[src/rtl/counter_pkg.sv]
// Shared constants and types for the up/down modulo counter family.
package counter_pkg;

  typedef logic [1:0] mode_t;

  localparam mode_t MODE_STOP   = 2'd0;
  localparam mode_t MODE_WRAP   = 2'd1;
  localparam mode_t MODE_RELOAD = 2'd2;

endpackage

[src/rtl/updown_mod_counter.sv]
// Parametrised up/down modulo counter with stop/wrap/reload terminal modes
// and a registered one-cycle terminal-count pulse; 1-cycle load/step latency.
module updown_mod_counter
  import counter_pkg::*;
#(
  parameter int              WIDTH       = 4,
  parameter logic [WIDTH-1:0] MAX_VALUE   = '1,
  parameter logic [WIDTH-1:0] RESET_VALUE = '0
) (
  input  logic             clock,
  input  logic             reset,
  input  logic             load,
  input  logic [WIDTH-1:0] load_value,
  input  logic             enable,
  input  logic             up,
  input  logic [1:0]       mode,
  output logic [WIDTH-1:0] counter,
  output logic             zero,
  output logic             at_max,
  output logic             tc
);

  localparam logic [WIDTH-1:0] ONE = WIDTH'(1);

  if (WIDTH < 1 || WIDTH > 32) begin : g_bad_width
    $error("updown_mod_counter: WIDTH must be 1..32");
  end
  if (MAX_VALUE == '0) begin : g_bad_max
    $error("updown_mod_counter: MAX_VALUE must be at least 1");
  end
  if (RESET_VALUE > MAX_VALUE) begin : g_bad_reset
    $error("updown_mod_counter: RESET_VALUE must not exceed MAX_VALUE");
  end

  mode_t            mode_s;
  logic [WIDTH-1:0] reload;
  logic [WIDTH-1:0] load_clamped;
  logic [WIDTH-1:0] term_value;
  logic [WIDTH-1:0] step_value;
  logic             at_term;
  logic [WIDTH-1:0] counter_nxt;
  logic [WIDTH-1:0] reload_nxt;
  logic             tc_nxt;

  assign mode_s       = mode;
  assign load_clamped = (load_value > MAX_VALUE) ? MAX_VALUE : load_value;
  assign term_value   = up ? MAX_VALUE : '0;
  assign at_term      = (counter == term_value);
  assign step_value   = up ? (counter + ONE) : (counter - ONE);

  // Only a plain +/-1 step landing on the terminal value raises tc.
  always_comb begin
    counter_nxt = counter;
    reload_nxt  = reload;
    tc_nxt      = 1'b0;
    if (load) begin
      counter_nxt = load_clamped;
      reload_nxt  = load_clamped;
    end else if (enable) begin
      if (!at_term) begin
        counter_nxt = step_value;
        tc_nxt      = (step_value == term_value);
      end else begin
        case (mode_s)
          MODE_WRAP:   counter_nxt = up ? '0 : MAX_VALUE;
          MODE_RELOAD: counter_nxt = reload;
          default:     counter_nxt = counter;
        endcase
      end
    end
  end

  always_ff @(posedge clock or posedge reset) begin
    if (reset) begin
      counter <= RESET_VALUE;
      reload  <= RESET_VALUE;
      tc      <= 1'b0;
    end else begin
      counter <= counter_nxt;
      reload  <= reload_nxt;
      tc      <= tc_nxt;
    end
  end

  assign zero   = (counter == '0);
  assign at_max = (counter == MAX_VALUE);

endmodule

[config.mk]
export PLATFORM = sky130hd
export DESIGN_NAME = updown_mod_counter
export DESIGN_NICKNAME = d
export VERILOG_FILES = /design/src/rtl/counter_pkg.sv /design/src/rtl/updown_mod_counter.sv
export SDC_FILE = /design/constraint.sdc
export NUM_CORES = 1
export LEC_CHECK = 0
export CAP_MARGIN = 30
export CORE_AREA = 5 5 42 44
export CTS_BUF_LIST = sky130_fd_sc_hd__clkbuf_16
export DETAILED_ROUTE_END_ITERATION = 10
export DIE_AREA = 0 0 47 49
export DONT_BUFFER_PORTS = 1
export HOLD_SLACK_MARGIN = 0.05
export PLACE_DENSITY_LB_ADDON = 0.05
export RECOVER_POWER = 50
export SKIP_LAST_GASP = 1
export SYNTH_ARGS = -nofsm -noshare
export SYNTH_HDL_FRONTEND = slang
export SYNTH_SLANG_ARGS = --single-unit
[constraint.sdc]
create_clock -name clock -period 3.22 [get_ports clock]
set_clock_uncertainty 0.15 [all_clocks]
set_input_delay 0.644 -clock clock [delete_from_list [all_inputs] [get_ports clock]]
set_output_delay 0.644 -clock clock [all_outputs]
set_load 0.005 [all_outputs]
[Word level (Yosys, flattened, before mapping)]
Index checks and enable logic that the tools add are counted.
Storage, ports and cells
  register bits after elaboration: 9
  input port bits: 11
  output and inout bits: 7
  logic and storage cells: 26
Cells by class
  $add $sub $neg: 2
  $lt $le $gt $ge: 1
  equal/unequal tests: 6
  muxes and demuxes: 11
  reduce and logical (&&, ||, !) cells: 3
Operators with widths (count)
  $mux W4: 7
  $eq A4 B4 Y1: 2
  $pmux W4 S2: 1
  $add A4 B1 Y4 const B: 1
  $eq A4 B4 Y1 const B: 1
  $gt A4 B4 Y1 const B: 1
  $logic_not A4 Y1: 1
  $ne A4 B2 Y1 const B: 1
  $sub A4 B1 Y4 const B: 1
  $mux W1: 3
  $eq A2 B1 Y1 const B: 1
  $eq A2 B2 Y1 const B: 1
  $reduce_and A2 Y1: 1
  $reduce_bool A2 Y1: 1

[Longest topological paths before layout]
  depth in word-level cells: 6
  gate-level depth with buffers: 6
  gate-level depth less buffers: 6

[Worst setup path before layout]
Ideal clock, no wire load.
  path kind: input-to-reg
  start: in up
  end: reg counter[3]
  library setup time: 0.130 ns
  arrival: 1.754 ns
  data required time: 2.940 ns
  setup slack: 1.186 ns
  stages on the path: 6
  path buffers: 0
  cells stage by stage: inv_1 > ha_1 > a211oi_2 > o21ai_0 > a211oi_1 > o31ai_1
Between the ends
  cells in the longest elaborated chain, start to end: 5
  elaborated cells between the ends (all ways): 10
  classes of those cells: eq/ne (2); mux (7); reduce/logical (1)
Ends and longest elaborated chain
  start, declared: RTL line updown_mod_counter.sv:15  | input logic up,
  $mux W4 (on tied branches): RTL line updown_mod_counter.sv:47, updown_mod_counter.sv:65
  $eq A4 B4 Y1 or $pmux W4 S2 (tied branches): RTL line updown_mod_counter.sv:48, updown_mod_counter.sv:64
  $mux W4: RTL line updown_mod_counter.sv:60  | if (!at_term) begin
  $mux W4: RTL line updown_mod_counter.sv:59  | end else if (enable) begin
  $mux W4: RTL line updown_mod_counter.sv:56  | if (load) begin
  end signal, assigned: RTL line updown_mod_counter.sv:79  | counter <= counter_nxt;
  end, declared: RTL line updown_mod_counter.sv:17  | output logic [WIDTH-1:0] counter,
Parallel ways exist; a longest one is shown, timed or not. The select of a mux whose other input is x is not followed.
A chain may end at the register's enable or synchronous reset.

[Worst setup path in the final report]
  start: reg counter[0]
  end: out zero
Between the ends
  cells in the longest elaborated chain, start to end: 1
Ends and longest elaborated chain
  $logic_not A4 Y1: RTL line updown_mod_counter.sv:85  | assign zero = (counter == '0);
  end, declared: RTL line updown_mod_counter.sv:18  | output logic zero,
No other way between the ends.

==> results.json <==
{
  "status": "finished clean",
  "place_congestion": 0.8523,
  "synth_area_um2": 794.5,
  "dieArea_um2": 2303,
  "synth-edff-count": 0,
  "cts_buffers": 3,
  "dieHeight_um": 49,
  "syn_to_final_growth_pct": 10.08,
  "drtPass1Iterations": 4,
  "drt-initial-drc-count": 9,
  "hold_viol": 0,
  "r2r-start": "counter[1]",
  "ys_ff_latch": 9,
  "grt_use_total": 0.1876,
  "yosysMostFrequentCell": "inv_1",
  "syn-mean-instance-area_um2": 9.029,
  "slew_headroom": 0.6955,
  "cts_tree": "yes",
  "syn-num-nets": 105,
  "die_w_um": 47,
  "cts_max_path_buffers": 2,
  "required_ns": 2.43,
  "core_area_um2": 1401,
  "fin_crit_ns": 2.163,
  "yosys.area.top_type_share": 0.2835,
  "arrival_ns": 1.37,
  "yosysTopAreaCell": "dfrtp_1",
  "placed_cells_incl_taps": 102,
  "worst-path-max-fanout": 10,
  "max_freq_ghz": 0.4623,
  "grt_max_degree": 15,
  "final.setup.worst_slack_ns": 1.057,
  "grt_pass1_wl_um": 3070,
  "worst_setup_path_start_kind": "flop",
  "htree_levels": 1,
  "cp-end-kind": "primary output",
  "viasPerCell": 6.434,
  "post-route-period-util": 0.6718,
  "cp-startpoint": "counter[0]",
  "hold_buffers": 0,
  "grt_pass1_vias": 670,
  "finalSetupViolations": 0,
  "clock_sinks": 9,
  "tightestPinTransition_ns": 0.4568,
  "initial_utilization": 0.5670,
  "rsz0062_at_grt": "false",
  "drc": 0,
  "layout.nets": 108,
  "ys_seq_area_frac": 0.2835,
  "ir_drop_mv": 0.4500,
  "antennaDiodeCount": 0,
  "maxCapViolCount": 0,
  "final_antenna_net_count": 0,
  "pre_cts_slack_ns": 0.9064,
  "clk_pin_slew_ns": 0.04,
  "drt_wl_total_um": 1843,
  "synthTopCellsByArea": "dfrtp_1 28%, ha_1 7.9%, o21ai_0 5.0%, inv_1 4.7%, mux2_2 4.3%",
  "leakage_nw": 0.3837,
  "post_cts_buffers": 0,
  "ctsResizeCount": 0,
  "hp-class": "in2async",
  "grt_antenna_before_repair": 0,
  "synth_cell_types": 39,
  "num_vias": 682,
  "drv_slew": 0,
  "wire_per_inst_um": 17.39,
  "ys_async_sr_fraction": 1.000,
  "synth_top_flop_cell": "dfrtp_1",
  "ioPinCount": 18,
  "p_per_area_nw_per_um2": 570.4,
  "yosys_warnings": 0,
  "port_buffers": 0,
  "dp_hpwl_um": 1471,
  "syn_inst": 88,
  "path_class": "reg2out",
  "clock_tree.root_cell": "clkbuf_16",
  "grt-ovfl-total": 0,
  "final_cells": 106,
  "tns_ns": 0,
  "yosys-top-cells-count": "10 x inv_1, 9 x dfrtp_1, 8 x o21ai_0",
  "drive_above_1_share": 0.1778,
  "clkLatencyLatePin_ns": 0.23,
  "core.rowCount": 14
}
sequential cells by signal, indices dropped and copies added, names as in the netlist:
register / flops
tc: 1
reload: 4
counter: 4
kinds of logic after synthesis:
group                      after synthesis  share of synthesized area
AOI/OAI and AO/OA                       30                     0.2834
DFF                                      9                     0.2835
adders and majority gates                6                     0.1039
buffers and inverters                   12                    0.07087
and+or+nand+nor                         27                     0.2047
xor gates and xnor gates                 1                    0.01103
muxes                                    3                    0.04252
critical path: stages, from the launching register on:
cell and delay, ns:
dfrtp_1 0.52, inv_1 0.19, ha_1 0.17, nor3b_1 0.26
per-stage QoR:
step	cell area, µm²	utilization	hold WS, ns	power, W
global route	874.6	0.6241	0.1222	0.0005355
detailed placement	795.8	0.5679	0.3550	0.0002867
finish	874.6	0.6241	0.1001	0.0004988
global placement	795.8	0.5679	0.3471	0.0002839
CTS	874.6	0.6241	0.1094	0.0005045
floorplan	794.5	-	0.3219	0.0002593
layout by cell type (no fill, tap or decap), types with 2 or more instances in the layout:
master / synthesis / final
dfrtp_1: 9 / 9
nor3_1: 2 / 2
nor2_1: 6 / 6
o22ai_1: 2 / 2
inv_1: 10 / 11
o21ai_0: 8 / 8
clkbuf_16: 0 / 3
nand2_1: 4 / 4
a211oi_1: 2 / 2
o21ai_1: 3 / 3
mux2_2: 3 / 3
o41ai_1: 2 / 2
nor3_2: 2 / 2
nor2b_1: 2 / 2
and3_1: 2 / 2
a21oi_1: 3 / 3
ha_1: 5 / 5
cell type report:
| class | count | area (µm²) |
|---|---|---|
| Fill cell | 136 | 526.8 |
| Multi-Input combinational cell | 67 | 513.0 |
| Sequential cell | 9 | 225.2 |
| Clock buffer | 3 | 75.07 |
| Inverter | 10 | 37.54 |
| Tap cell | 16 | 20.02 |
| Clock inverter | 1 | 3.754 |
where the power goes:
part | switching (W) | internal, W | leakage, nW
Combinational | 0.0000727 | 0.0000603 | 0.234
Clock | 0.0000516 | 0.000162 | 0.0423
Sequential | 0.0000260 | 0.000126 | 0.107
per-layer routing:
metal | track usage | vias up | wire length (µm)
met5 | 0 | - | 0
met4 | 0.09677 | 0 | 48
met3 | 0.05904 | 5 | 140
met2 | 0.2873 | 25 | 925
met1 | 0.2262 | 324 | 729
li1 | - | 328 | -
worst paths after layout:
check                             end  slack, ns  depth (start not counted)
max in group asynchronous   reload[0]       2.58                          1
min                         reload[2]       0.10                          1
min reg2reg                 reload[1]       0.36                          1
min in group clock         counter[0]       0.34                          1
max                              zero       1.06                          3
max reg2reg                counter[3]       1.11                          5
Power figures use the tool's default switching activity.
